==> config.mk <==
export PLATFORM = sky130hd
export DESIGN_NAME = int_to_fp
export DESIGN_NICKNAME = d
export VERILOG_FILES = /design/src/rtl/int_to_fp.sv
export SDC_FILE = /design/constraint.sdc
export NUM_CORES = 1
export LEC_CHECK = 0
export BUFFER_PORTS_ARGS = -buffer_cell sky130_fd_sc_hd__clkbuf_2
export CORE_ASPECT_RATIO = 0.9
export CORE_MARGIN = 3
export CORE_UTILIZATION = 60
export CTS_BUF_LIST = sky130_fd_sc_hd__clkbuf_4
export DETAILED_ROUTE_END_ITERATION = 6
export HOLD_SLACK_MARGIN = 0.1
export PLACE_DENSITY = 0.94
export SLEW_MARGIN = 0
export SYNTH_ARGS = -nofsm -noshare
export SYNTH_HDL_FRONTEND = slang
export SYNTH_SLANG_ARGS = --single-unit
==> constraint.sdc <==
create_clock -name clk -period 3.2 [get_ports clk]
set_input_delay 0 -clock clk [delete_from_list [all_inputs] [get_ports clk]]
set_output_delay 0 -clock clk [all_outputs]
set_load 0.01 [all_outputs]
==> src/rtl/int_to_fp.sv <==
// -----------------------------------------------------------------------------
// int_to_fp
//
// Sequential signed-integer to floating-point converter. It produces operands in
// the fp_adder format: sign, 4-bit exponent and 8-bit fraction with an explicit
// leading one, where value = (-1)^sign * 0.frac * 2^exp.
//
// A conversion latches the sign and magnitude, then normalises the magnitude
// with a 1-bit-per-cycle left shifter. Finally it rounds to nearest, ties to
// even. The latency is k+2 cycles from the start-sampling edge to done, where k
// is the number of leading zeros of the magnitude (k=0 for a zero input).
//
// Parameters
//   INT_W      two's-complement input width, legal range 9..15
//
// Ports
//   clk        in   system clock, rising edge
//   reset      in   asynchronous, active-high reset
//   start      in   request a conversion; sampled only while ready=1
//   int_in     in   signed integer operand, sampled together with start
//   ready      out  high only while idle
//   done       out  one-cycle pulse, result outputs valid
//   sign_out   out  result sign
//   exp_out    out  result exponent (4 bits)
//   frac_out   out  result fraction (8 bits); bit 7 is 1 unless the result is zero
//   inexact    out  only when INT2FP_INEXACT_EN is defined; set when rounding
//                   discarded non-zero bits
//
// Configuration macro
//   INT2FP_INEXACT_EN  adds the registered inexact output
// -----------------------------------------------------------------------------
module int_to_fp #(
    parameter int INT_W = 12
) (
    input  logic             clk,
    input  logic             reset,
    input  logic             start,
    input  logic [INT_W-1:0] int_in,
    output logic             ready,
    output logic             done,
    output logic             sign_out,
    output logic [3:0]       exp_out,
    output logic [7:0]       frac_out
`ifdef INT2FP_INEXACT_EN
    ,
    output logic             inexact
`endif
);

    typedef enum logic [1:0] {
        S_IDLE,
        S_NORM,
        S_ROUND,
        S_DONE
    } state_t;

    // A value entering the shifter has its leading one at most at bit INT_W-1.
    // So the starting exponent is INT_W.
    localparam logic [3:0] EXP_INIT = 4'(INT_W);

    // This mask selects the bits below the guard bit that form the sticky bit.
    // It is all zeros when INT_W=9.
    localparam logic [INT_W-1:0] STICKY_MASK = INT_W'((32'd1 << (INT_W - 9)) - 32'd1);

    state_t             state_q, state_d;
    logic               sign_q, sign_d;
    logic [INT_W-1:0]   mag_q, mag_d;
    logic [3:0]         exp_q, exp_d;
    logic               done_q, done_d;
    logic               sign_out_q, sign_out_d;
    logic [3:0]         exp_out_q, exp_out_d;
    logic [7:0]         frac_out_q, frac_out_d;

    logic [7:0]         round_f;
    logic               round_g;
    logic               round_st;
    logic               round_up;

`ifdef INT2FP_INEXACT_EN
    logic               inexact_q, inexact_d;
`endif

    // Rounding fields come from the normalised magnitude. These fields are only
    // consumed in ROUND, where the magnitude's leading one (if any) is at the MSB.
    always_comb begin
        round_f  = mag_q[INT_W-1 -: 8];
        round_g  = mag_q[INT_W-9];
        round_st = |(mag_q & STICKY_MASK);
        round_up = round_g & (round_st | round_f[0]);
    end

    // This block holds the next-state and next-output logic of the converter FSM.
    // The result outputs only change on the ROUND edge. They otherwise hold.
    always_comb begin
        state_d    = state_q;
        sign_d     = sign_q;
        mag_d      = mag_q;
        exp_d      = exp_q;
        done_d     = 1'b0;
        sign_out_d = sign_out_q;
        exp_out_d  = exp_out_q;
        frac_out_d = frac_out_q;
`ifdef INT2FP_INEXACT_EN
        inexact_d  = inexact_q;
`endif

        case (state_q)
            S_IDLE: begin
                if (start) begin
                    sign_d  = int_in[INT_W-1];
                    // The most negative input maps to 2^(INT_W-1), which still
                    // fits as an unsigned INT_W-bit magnitude.
                    mag_d   = int_in[INT_W-1] ? ((~int_in) + {{(INT_W-1){1'b0}}, 1'b1})
                                              : int_in;
                    exp_d   = EXP_INIT;
                    state_d = S_NORM;
                end
            end

            S_NORM: begin
                if ((mag_q == '0) || mag_q[INT_W-1]) begin
                    state_d = S_ROUND;
                end else begin
                    mag_d = {mag_q[INT_W-2:0], 1'b0};
                    exp_d = exp_q - 4'd1;
                end
            end

            S_ROUND: begin
                if (mag_q == '0) begin
                    sign_out_d = 1'b0;
                    exp_out_d  = 4'd0;
                    frac_out_d = 8'd0;
`ifdef INT2FP_INEXACT_EN
                    inexact_d  = 1'b0;
`endif
                end else begin
                    sign_out_d = sign_q;
                    // When the increment carries out of an all-ones fraction, the
                    // fraction renormalises to 0.1000_0000 and the exponent
                    // increases by one.
                    if (round_up && (round_f == 8'hFF)) begin
                        frac_out_d = 8'h80;
                        exp_out_d  = exp_q + 4'd1;
                    end else begin
                        frac_out_d = round_f + {7'd0, round_up};
                        exp_out_d  = exp_q;
                    end
`ifdef INT2FP_INEXACT_EN
                    inexact_d  = round_g | round_st;
`endif
                end
                done_d  = 1'b1;
                state_d = S_DONE;
            end

            S_DONE: begin
                state_d = S_IDLE;
            end

            default: begin
                state_d = S_IDLE;
            end
        endcase
    end

    // These are the state and output registers. An asynchronous reset aborts any
    // conversion in flight and does not produce a done pulse.
    always_ff @(posedge clk or posedge reset) begin
        if (reset) begin
            state_q    <= S_IDLE;
            sign_q     <= 1'b0;
            mag_q      <= '0;
            exp_q      <= 4'd0;
            done_q     <= 1'b0;
            sign_out_q <= 1'b0;
            exp_out_q  <= 4'd0;
            frac_out_q <= 8'd0;
`ifdef INT2FP_INEXACT_EN
            inexact_q  <= 1'b0;
`endif
        end else begin
            state_q    <= state_d;
            sign_q     <= sign_d;
            mag_q      <= mag_d;
            exp_q      <= exp_d;
            done_q     <= done_d;
            sign_out_q <= sign_out_d;
            exp_out_q  <= exp_out_d;
            frac_out_q <= frac_out_d;
`ifdef INT2FP_INEXACT_EN
            inexact_q  <= inexact_d;
`endif
        end
    end

    assign ready    = (state_q == S_IDLE);
    assign done     = done_q;
    assign sign_out = sign_out_q;
    assign exp_out  = exp_out_q;
    assign frac_out = frac_out_q;
`ifdef INT2FP_INEXACT_EN
    assign inexact  = inexact_q;
`endif

endmodule

==> results.tsv <==
metric	value	unit
n_diodes	0	
GR Overflow Total	0	
largest net degree at the start of global routing	34	
Pleak	1.03	nW
r2r endpoint	mag_q[5]$_DFFE_PP0P_	
cells on worst reg2reg path	6	
# DRC	0	
DP HPWL	3540	um
# IOs	30	
Avg Inst Size Synth	9.47	sq um
Fin. Hold Viols	0	
Routed Antenna Nets	0	
chip height	62.2	um
Max stage delay on crit path	0.48	ns
Root Driver	clkbuf_4	
# clock sinks	33	
skew final	0.0130	ns
slack of the worst reg-to-reg path	0.74	ns
number of vias per cell	6.19	
peak fanout along the critical path	16	
clock tree buffer depth	2	
Min-Delay Path Class	input port to flop	
FILL cells	237	
Crit. End Element	flop	
Clock transition at path regs	0.09	ns
CTS tree	built	
final wirelength	4820	um
RSZ-0062 raised after global routing	no	
Layout Area Growth over Synthesis	13.7	%
Final period util	0.768	
Clock Latency Late Sink	0.35	ns
max_cap viols	0	
hold path start	int_in[1]	
asr flop ratio synth	1.00	
CP startpoint kind	flop	
syn_nets	245	
final max-slew violation count	0	
WL/cell	16.1	um
Die X	68.4	um
total track usage	0.248	
crit path time final	2.46	ns
GP Congestion	0.872	
layout cells sized above 1	0.182	
Slew @ Worst Pin	0.704	ns
Slew headroom	0.528	
final setup TNS	0	ns
IO buf count	29	
Synth Instances	222	
vias in the first global route	1772	
Post-synth EDFFs	0	
slowest CP cell	ha_1	
Hold Crit Depth	4	
Num CTS Buffers	5	
Iter 0 DRT Violations	276	
num rows	19	
Layout Nets	280	
drt pass-1 iters	4	
first-pass GRT wire length	8130	um
outcome	finished clean	
VDD IR-drop max	0.000461	V
f_max	407	MHz
worst path cell trace	inv_1, ha_1, nor2b_1, o21ai_1, nor2_4, mux2_1	
worst r2r src	state_q[1]$_DFFE_PP0P_	
Cell Pwr Density	897	nW/um^2
Setup CP Type	flop to flop	
post-synth cell types	52	
final hold slack	0.113	ns
WP data arrival	2.69	ns
H-tree Lvls	2	
mapped cell area	2100	sq um
postcts setup bufs	0	
initial antenna violation count	0	
setup violators final	0	
Yosys reg bits	33	
Seq/Total Area, Yosys	0.393	
Hold Crit Endpoint	mag_q[1]$_DFFE_PP0P_	
via count	1856	
Starting Density	0.655	
die area	4250	sq um
total core area	3210	sq um
Synth Flop Type	dfrtp_1	
WP data required	3.43	ns
Syn. warnings	0	
[critical path, delay by kind of cell, from the launching register on]
family	cells	cell delay, ns
buffers and inverters	1	0.11
multiplexers	1	0.36
flip-flops	1	0.40
AO/OA/AOI/OAI	1	0.30
AND/OR/NAND/NOR	2	0.69
adder cells (fa/ha/maj)	1	0.48
[synth_stat cells (all sizes together), types with 2 or more instances]
library cell,count,area share
or4,4,0.014
o21ai,14,0.033
nor4,5,0.021
xnor2,5,0.021
nor3,3,0.0071
nor3b,7,0.025
xor2,5,0.021
a211o,2,0.0083
or3,4,0.014
nand4,4,0.015
buf,4,0.011
o31ai,6,0.021
nor2,12,0.025
nand3,7,0.019
o2bb2ai,5,0.021
nand2b,3,0.0089
o211ai,3,0.011
inv,13,0.023
clkbuf,6,0.011
o41ai,4,0.017
nand2,21,0.037
a21oi,7,0.017
a31oi,2,0.0059
mux2i,4,0.019
or4b,2,0.0095
and4,2,0.0083
mux2,10,0.054
nor2b,4,0.012
dfrtp,33,0.39
ha,8,0.048
[kinds of logic after synthesis]
kind of cell | after synthesis | synth area share
compound gates | 52 | 0.171
xor+xnor | 10 | 0.0416
fa+ha+maj | 8 | 0.0476
buf+inv | 23 | 0.0452
flops | 33 | 0.393
mux | 14 | 0.0726
simple gates | 82 | 0.230
[cell usage in the layout (no fill, tap or decap), types with 4 or more instances in the layout]
cell type	instances
clkbuf_2	29
mux2_1	9
dlygate4sd3_1	6
o41ai_1	4
xor2_1	5
ha_1	8
nor3b_1	7
inv_1	13
mux2i_1	4
o31ai_1	6
o21ai_1	7
nor2_1	11
clkbuf_4	6
dfrtp_1	33
or4_1	4
nand2_1	21
nor2b_1	4
nand3_1	6
o2bb2ai_1	5
a21oi_1	7
xnor2_1	5
o21ai_0	7
[area by class of cell]
class,instances,area (sq um),share of cell area
Inverter,13,48.8,0.0204
Timing Repair Buffer,38,228,0.0952
Clock inverter,2,10.0,0.00418
Tap cell,42,52.6,0.0220
Clock buffer,6,45.0,0.0188
Sequential cell,33,826,0.345
Multi-Input combinational cell,166,1180,0.494
[layer usage]
metal	global-route usage	vias up	routed length (um)
li1	-	896	-
met1	0.326	893	2070
met2	0.383	61	2400
met3	0.0775	6	281
met4	0.0819	0	69
met5	0	-	0
[sequential cells by signal, summed over array words and instances (netlist names)]
name	count
mag_q	12
frac_out	8
exp_out	4
exp_q	4
state_q	2
done	1
sign_out	1
sign_q	1
[worst max path at each step]
stage | start | to | slack, ns
floorplan | state_q[1]$_DFFE_PP0P_ | mag_q[1]$_DFFE_PP0P_ | 1.28
global placement | state_q[1]$_DFFE_PP0P_ | mag_q[6]$_DFFE_PP0P_ | 0.91
detailed placement | state_q[1]$_DFFE_PP0P_ | mag_q[3]$_DFFE_PP0P_ | 0.76
CTS | state_q[1]$_DFFE_PP0P_ | mag_q[3]$_DFFE_PP0P_ | 0.75
global route | state_q[1]$_DFFE_PP0P_ | mag_q[10]$_DFFE_PP0P_ | 0.54
finish | state_q[1]$_DFFE_PP0P_ | mag_q[5]$_DFFE_PP0P_ | 0.74
[per-stage QoR]
step | instances | cell area [sq um] | power, mW | worst slack (ns) | utilization
final | 300 | 2390 | 2.15 | 0.741 | 0.745
after global routing | 300 | 2390 | 2.33 | 0.543 | 0.745
after CTS | 300 | 2390 | 2.15 | 0.750 | 0.745
after detailed placement | 286 | 2280 | 1.90 | 0.764 | 0.710
after global placement | 286 | 2280 | 1.83 | 0.909 | 0.710
after floorplan | 222 | 2100 | 1.58 | 1.28 | -
[where the power goes]
part,switching [mW],internal (mW)
clock,0.149,0.0920
sequential,0.206,0.618
combinational,0.616,0.465
total,0.970,1.17
[what timing repair did]
| item | CTS | global route |
|---|---|---|
| resized for setup | 0 | 0 |
| hold endpoints to repair | 38 | 0 |
| hold buffers | 6 | 0 |
Note: power is estimated with default switching activity, not from simulation.
